File: config.mk
export PLATFORM = sky130hd
export DESIGN_NAME = ifft_stream_out
export DESIGN_NICKNAME = d
export VERILOG_FILES = /design/src/rtl/ifft_stream_out.sv
export SDC_FILE = /design/constraint.sdc
export NUM_CORES = 1
export LEC_CHECK = 0
export ABC_CLOCK_PERIOD_IN_PS = 6800
export CORE_UTILIZATION = 44
export CTS_CLUSTER_DIAMETER = 100
export DETAILED_ROUTE_END_ITERATION = 12
export DONT_BUFFER_PORTS = 1
export PLACE_DENSITY_LB_ADDON = 0.08
export SYNTH_ARGS = -nofsm -noshare
export SYNTH_HDL_FRONTEND = slang
export SYNTH_SLANG_ARGS = --single-unit
File: constraint.sdc
create_clock -name i_clk -period 6.8 [get_ports i_clk]
set_input_delay 0.68 -clock i_clk [delete_from_list [all_inputs] [get_ports i_clk]]
set_output_delay 0.68 -clock i_clk [all_outputs]
set_load 0.05 [all_outputs]
File: src/rtl/ifft_stream_out.sv
// rtl/ifft_stream_out.sv - IFFT pair output adapter: convergent round/saturate, pair FIFO, one-sample-per-beat stream.
module ifft_stream_out #(
  parameter int IWIDTH = 21,
  parameter int OWIDTH = 16,
  parameter int LGSIZE = 11,
  parameter int LGFIFO = 4
) (
  input  logic                  i_clk,
  input  logic                  i_reset,
  input  logic                  i_ce,
  input  logic [2*IWIDTH-1:0]   i_left,
  input  logic [2*IWIDTH-1:0]   i_right,
  input  logic                  i_sync,
  output logic                  o_valid,
  input  logic                  i_ready,
  output logic [2*OWIDTH-1:0]   o_data,
  output logic                  o_last,
  output logic                  o_overflow,
  output logic                  o_sync_err
);

  localparam int D  = IWIDTH - OWIDTH;
  localparam int EW = 4*OWIDTH + 1;

  logic [IWIDTH-1:0] rin  [4];
  logic [OWIDTH-1:0] rout [4];

  assign rin[0] = i_left[2*IWIDTH-1:IWIDTH];
  assign rin[1] = i_left[IWIDTH-1:0];
  assign rin[2] = i_right[2*IWIDTH-1:IWIDTH];
  assign rin[3] = i_right[IWIDTH-1:0];

  generate
    if (D == 0) begin : g_pass
      for (genvar g = 0; g < 4; g++) begin : g_c
        assign rout[g] = rin[g];
      end
    end else begin : g_rnd
      localparam logic [D-1:0] HALF = D'(1) << (D-1);
      for (genvar g = 0; g < 4; g++) begin : g_c
        logic [D-1:0]  frac;
        logic          up;
        logic [OWIDTH:0] top;
        assign frac = rin[g][D-1:0];
        // exact half rounds up only when the kept LSB is odd, landing on even
        assign up   = (frac > HALF) || ((frac == HALF) && rin[g][D]);
        assign top  = {rin[g][IWIDTH-1], rin[g][IWIDTH-1:D]} + {{OWIDTH{1'b0}}, up};
        assign rout[g] = (top[OWIDTH] != top[OWIDTH-1])
                       ? {top[OWIDTH], {(OWIDTH-1){~top[OWIDTH]}}}
                       : top[OWIDTH-1:0];
      end
    end
  endgenerate

  logic [LGSIZE-2:0]   wpair_q, wpair_d, pair_idx;
  logic                started_q, started_d;
  logic                s1_valid_q, s1_valid_d;
  logic [2*OWIDTH-1:0] s1_left_q, s1_left_d, s1_right_q, s1_right_d;
  logic                s1_last_q, s1_last_d;
  logic [LGFIFO:0]     wr_ptr_q, wr_ptr_d, rd_ptr_q, rd_ptr_d;
  logic                half_q, half_d;
  logic                o_valid_q, o_valid_d, o_last_q, o_last_d;
  logic [2*OWIDTH-1:0] o_data_q, o_data_d;
  logic                ovf_q, ovf_d, serr_q, serr_d;
  logic [EW-1:0]       mem_q [2**LGFIFO];
  logic [EW-1:0]       head;
  logic                accept, full, hs, pop, wr_en;

  always_comb begin
    accept   = i_ce && (started_q || i_sync);
    pair_idx = i_sync ? '0 : wpair_q;
    wpair_d    = wpair_q;
    started_d  = started_q;
    serr_d     = serr_q;
    s1_valid_d = accept;
    s1_left_d  = s1_left_q;
    s1_right_d = s1_right_q;
    s1_last_d  = s1_last_q;
    if (accept) begin
      wpair_d    = i_sync ? {{(LGSIZE-2){1'b0}}, 1'b1} : wpair_q + 1'b1;
      started_d  = 1'b1;
      serr_d     = serr_q | (i_sync && started_q && (wpair_q != '0));
      s1_left_d  = {rout[0], rout[1]};
      s1_right_d = {rout[2], rout[3]};
      s1_last_d  = (pair_idx == {(LGSIZE-1){1'b1}});
    end

    // a pop in this cycle makes room for a write even at full occupancy
    full  = (wr_ptr_q[LGFIFO] != rd_ptr_q[LGFIFO]) &&
            (wr_ptr_q[LGFIFO-1:0] == rd_ptr_q[LGFIFO-1:0]);
    hs    = o_valid_q && i_ready;
    pop   = hs && half_q;
    wr_en = s1_valid_q && (!full || pop);
    ovf_d = ovf_q | (s1_valid_q && full && !pop);
    wr_ptr_d = wr_ptr_q + {{LGFIFO{1'b0}}, wr_en};
    rd_ptr_d = rd_ptr_q + {{LGFIFO{1'b0}}, pop};
    half_d   = hs ? ~half_q : half_q;

    // presentation register follows the post-handshake head of already-written entries
    head      = mem_q[rd_ptr_d[LGFIFO-1:0]];
    o_valid_d = (rd_ptr_d != wr_ptr_q);
    o_data_d  = '0;
    o_last_d  = 1'b0;
    if (o_valid_d) begin
      o_data_d = half_d ? head[2*OWIDTH:1] : head[EW-1:2*OWIDTH+1];
      o_last_d = head[0] && half_d;
    end
  end

  always_ff @(posedge i_clk) begin
    if (wr_en) mem_q[wr_ptr_q[LGFIFO-1:0]] <= {s1_left_q, s1_right_q, s1_last_q};
  end

  always_ff @(posedge i_clk or posedge i_reset) begin
    if (i_reset) begin
      wpair_q    <= '0;
      started_q  <= 1'b0;
      s1_valid_q <= 1'b0;
      s1_left_q  <= '0;
      s1_right_q <= '0;
      s1_last_q  <= 1'b0;
      wr_ptr_q   <= '0;
      rd_ptr_q   <= '0;
      half_q     <= 1'b0;
      o_valid_q  <= 1'b0;
      o_data_q   <= '0;
      o_last_q   <= 1'b0;
      ovf_q      <= 1'b0;
      serr_q     <= 1'b0;
    end else begin
      wpair_q    <= wpair_d;
      started_q  <= started_d;
      s1_valid_q <= s1_valid_d;
      s1_left_q  <= s1_left_d;
      s1_right_q <= s1_right_d;
      s1_last_q  <= s1_last_d;
      wr_ptr_q   <= wr_ptr_d;
      rd_ptr_q   <= rd_ptr_d;
      half_q     <= half_d;
      o_valid_q  <= o_valid_d;
      o_data_q   <= o_data_d;
      o_last_q   <= o_last_d;
      ovf_q      <= ovf_d;
      serr_q     <= serr_d;
    end
  end

  assign o_valid    = o_valid_q;
  assign o_data     = o_data_q;
  assign o_last     = o_last_q;
  assign o_overflow = ovf_q;
  assign o_sync_err = serr_q;

endmodule

* After elaboration in Yosys (flattened, before gate mapping)
Memories as Yosys holds them, arrays and structs flattened.
Cells that the tools add are included.
** Cells by class
- Add/sub/neg operators :: 7
- Magnitude comparators :: 4
- Equal/unequal tests :: 12
- Multiplexer cells :: 12
- Bitwise logic cells :: 7
- Reductions and logical operators :: 23
** Operators with widths (number)
- adder 16 x 2 -> 17 bit :: 4
- 2-to-1 mux 16 bit :: 4
- 2-to-1 mux 32 bit :: 2
- == test 5 bit, second input constant :: 4
- > comparator 5 bit, second input constant :: 4
- 2-to-1 mux 10 bit :: 2
- logical AND 1 bit :: 14
- adder 10 x 1 -> 10 bit, second input constant :: 1
- adder 5 x 1 -> 5 bit :: 2
- == test 10 bit, second input constant :: 1
- nonzero test 10 bit :: 1
- logical OR 1 bit :: 6
- != test 1 bit :: 5
- != test 5 bit :: 1
- NOT 1 bit :: 5
- == test 4 bit :: 1
- 2-to-1 mux 1 bit :: 4
- zero test 1 bit :: 2
- OR 1 bit :: 2
** Storage, ports and cells
- Flip-flop bits (word level) :: 124
- RAM bits :: 1040
- Input port bits :: 89
- Output and inout port bits :: 36
- Logic and storage cells :: 80
- Memories :: 1
** Memory list
- mem_q :: depth 16, bits a word 65, rd ports 1, clocked after memory_dff 0, wr ports 1, line 65 : logic [EW-1:0] mem_q [2**LGFIFO];

* Longest topological paths before layout
- Word-level depth :: 7
- Depth in mapped cells :: 11

* Least setup slack after synthesis
No wires, ideal clock.
- Path kind :: register to register
- Start point :: register o_valid_q, in the netlist o_valid
- End point :: memory mem_q[0][0] in the netlist's numbering, enable pin
- Setup time :: 0.568 ns
- Arrival :: 6.097 ns
- Data required time :: 6.232 ns
- Setup slack :: 0.135 ns
- Stages on the path, launching flop included :: 6
- Path buffers :: 0
- Path through :: dfrtp_1 and2_1 ha_1 o31a_1 or3b_2 nor3_1
** On the way
- Cells in the longest elaborated chain, start to end :: 6
** Ends and longest elaborated chain
- start: declaration :: line 62 : logic o_valid_q, o_valid_d, o_last_q, o_last_d;
- start signal: assignment :: line 140 : o_valid_q <= o_valid_d;
- logical AND 1 bit :: line 91 : hs = o_valid_q && i_ready;
- logical AND 1 bit :: line 92 : pop = hs && half_q;
- logical OR 1 bit :: line 93 : wr_en = s1_valid_q && (!full || pop);
- logical AND 1 bit :: line 93
- 2-to-1 mux 1 bit :: line 111 : if (wr_en) mem_q[wr_ptr_q[LGFIFO-1:0]] <= {s1_left_q, s1_right_q, s1_last_q};
- 2-to-1 mux 1 bit (implied by the code) :: line 111
- end: declaration :: line 65
No other way between the ends.

* Worst setup path after layout
- Start point :: register o_valid_q, in the netlist o_valid
- End point :: register o_data_q[3], in the netlist o_data[3]
** On the way
- Cells in the longest elaborated chain, start to end :: 6
** Ends and longest elaborated chain
- logical AND 1 bit * :: line 91
- logical AND 1 bit :: line 92
- adder 5 x 1 -> 5 bit :: line 96 : rd_ptr_d = rd_ptr_q + {{LGFIFO{1'b0}}, pop};
- memory (16 x 65 bit)
- 2-to-1 mux 32 bit :: line 105 : o_data_d = half_d ? head[2*OWIDTH:1] : head[EW-1:2*OWIDTH+1];
- 2-to-1 mux 32 bit * :: line 104 : if (o_valid_d) begin
- named net o_data_d[3] :: line 63 : logic [2*OWIDTH-1:0] o_data_q, o_data_d;
- end signal: assignment :: line 141 : o_data_q <= o_data_d;
- end: declaration :: line 63
The timed path passes the listed nets; every way through them passes the cells marked *.
A chain may end at the register's enable or synchronous reset.

==> impl_metrics.ini <==
[finish]
multiInputGateArea_mm2 = 0.0107
drive_gt1_share_pct = 22.0
filler_cell_count = 8375
fin_util_pct = 50.3
seqCellArea_mm2 = 0.0343
fin_area_mm2 = 0.0514
areaGrowthSynthToFinish_pct = 12.8
layout.nets = 2450

[global_route]
globalRoute.totalOverflow = 0
grt_max_degree = 86
grt.total_usage_pct = 22.1
grt_antenna_before_repair = 5
grt_pass1_vias = 23711
grt_pass1_wl_mm = 164

[logic_synthesis]
synthTopCellsByArea = edfxtp_1, mux4_2, dfrtp_1, nand2_1, mux2i_1
synth_top_cell_by_area = edfxtp_1
synth_top_area_share_pct = 68.6
synth-compound-area-share_pct = 2.84
synth-edff-count = 1040
async_reset_ff_share_pct = 10.7
synth-adder-area-share_pct = 0.302
synth.area.mux_share_pct = 14.4
synth_cells = 2295
synth.most_common_cell = edfxtp_1
synth_xor_area_share_pct = 1.17
yosysSeqAreaShare_pct = 75.4
syn-num-nets = 2395
yosys.area_share.simple_pct = 4.46
synth_cell_types = 66
avgSynthCellArea_um2 = 19.8
netlist_area_mm2 = 0.0455
ys_ff_latch = 1164
synth.yosys.warnings = 0
synth_top_family_by_area = multiplexers
yosys-top-cells-count = edfxtp_1, mux4_2, nand2_1
synthFlopType = edfxtp_1

[sta]
fmax_ghz = 0.237
hold_viol = 0
finalMaxSlewViolations = 0
fin_crit_sh_pct = 62.1
layout_min_cycle_time_ps = 4230
setup_tns_ps = 0
rsz0062_at_grt = false
relSlewSlack_pct = 16.8
tightest_slew_ps = 1240
finalSetupViolCount = 0
skew_ps = 25.3
whs_ps = 70.2

[worst_setup_path]
critPathCaptureType = flop
path_max_fanout = 85
cp-start-kind = flop
crit_path_start = o_valid
path_cells = and2_1, ha_1, ha_4, nand3_1, xor2_4, inv_8, buf_4, mux2i_1, a32oi_1, and3_1
cp_top_family = buffers and inverters
cp.arrival_ps = 4850
cpMaxStageDelayCell = inv_8
crit_buf_inv = 2
worstSetupPathType = flop to flop
required_ps = 7430
timing.rr.start = o_valid
slowest_delay_ps = 660

[cts]
htree_levels = 3
ctsHoldBuffers = 0
cts-root-buf = clkbuf_16
cts_tree = yes
numCtsBuffers = 120
cts.sinks = 1164
clk_pin_slew_ps = 60
cts.repair.resized = 0
clock_latency_ps = 710
cts_setup_buffers = 0
cts.path.max_buffers = 3

[die]
die_w_um = 324
die_area_mm2 = 0.105
rows = 117
initial_core_util_pct = 44.6
pin_count = 125
coreArea_mm2 = 0.102
die_h_um = 324

[pwr]
p_leak_nw = 16.6
power_density_mw_per_mm2 = 470
p_sw_share_pct = 33.2
p_int_mw = 16.1
p_sw_mw = 8.01
ir_drop_v = 0.000463
seqPwrFrac_pct = 39.9
total_power_mw = 24.1
clockPowerShare_pct = 27.2
pwr-share-comb_pct = 32.9

[hold_path]
hold_class = primary input to asynchronous set/reset pin

[route]
drt-pass1-iter-count = 5
dr_total_vias = 22499
drtIter0Drc = 2014
wirelength_mm = 114
ant_nets = 0
remaining_drc_errors = 0
routedWlPerCell_um = 29.8
via_per_inst = 5.89

[flow_run]
cap_violations = 0

[placement]
dp_hpwl_mm = 60.0
io_buffers = 0
dpl_cell_area_mm2 = 0.0474
place_congestion = 0.789

[run_status]
status = finished, final reports clean
==> cell type report <==
cell class	instances	area share, %
Multi-Input combinational cell	994	20.9
Timing Repair Buffer	52	1.05
Clock buffer	166	6.58
Tap cell	1368	3.33
Sequential cell	1164	66.8
Inverter	18	0.158
Antenna cell	2	0.00974
Clock inverter	59	1.13
==> state kept, by name, indices dropped and copies added (netlist names) <==
| register | cells |
|---|---|
| mem_q | 1040 |
| o_sync_err | 1 |
| s1_valid_q | 1 |
| s1_left_q | 32 |
| s1_right_q | 32 |
| o_last | 1 |
| o_valid | 1 |
| o_overflow | 1 |
| half_q | 1 |
| rd_ptr_q | 5 |
| wpair_q | 10 |
| wr_ptr_q | 5 |
| started_q | 1 |
| o_data | 32 |
| s1_last_q | 1 |
==> metrics by stage <==
| step | instances | worst slack, ps |
|---|---|---|
| final | 3823 | 2570 |
| after global routing | 3821 | 2400 |
| after CTS | 3821 | 2440 |
| after detailed placement | 3596 | 2470 |
| after global placement | 3596 | 2540 |
| after floorplan | 2295 | 135 |
==> cell usage in the layout, fill, tap and decap left out, drive strengths merged, types with 38 or more instances in the layout <==
cell type / n
nor2: 74
clkinv: 45
a32oi: 64
mux2i: 67
mux4: 261
clkbuf: 166
buf: 52
edfxtp: 1040
nand2: 183
a21oi: 38
dfrtp: 124
and3: 46
==> worst paths after layout <==
check / to / slack, ps / cells after the start
max reg2reg: o_data[3] / 2570 / 10
max: o_data[3] / 2570 / 10
min in group i_clk: wpair_q[4] / 90 / 1
min: s1_left_q[22] / 70 / 1
max in group asynchronous: s1_right_q[5] / 5360 / 2
min reg2reg: rd_ptr_q[4] / 500 / 1
==> power groups by stage <==
stage | clock network [mW] | registers, mW | logic (mW)
finish | 6.55 | 9.63 | 7.94
detailed placement | 0 | 9.79 | 8.15
CTS | 6.69 | 9.64 | 8.17
floorplan | 0 | 9.56 | 5.79
global placement | 0 | 9.74 | 8.11
global route | 6.93 | 9.72 | 8.51
==> routing by layer <==
metal,vias to the layer above,wire length (um),global-route usage (%)
li1,9519,-,-
met5,-,23,0
met3,166,6280,4.54
met2,601,57700,38.0
met4,4,2500,5.42
met1,12209,47400,28.8
==> cells by family after synthesis <==
family / Yosys count
compound gates: 172
xor+xnor: 61
fa+ha+maj: 11
buf+inv: 137
flops: 1164
mux: 328
simple gates: 422
No activity file was read; power rests on OpenSTA's default activity.
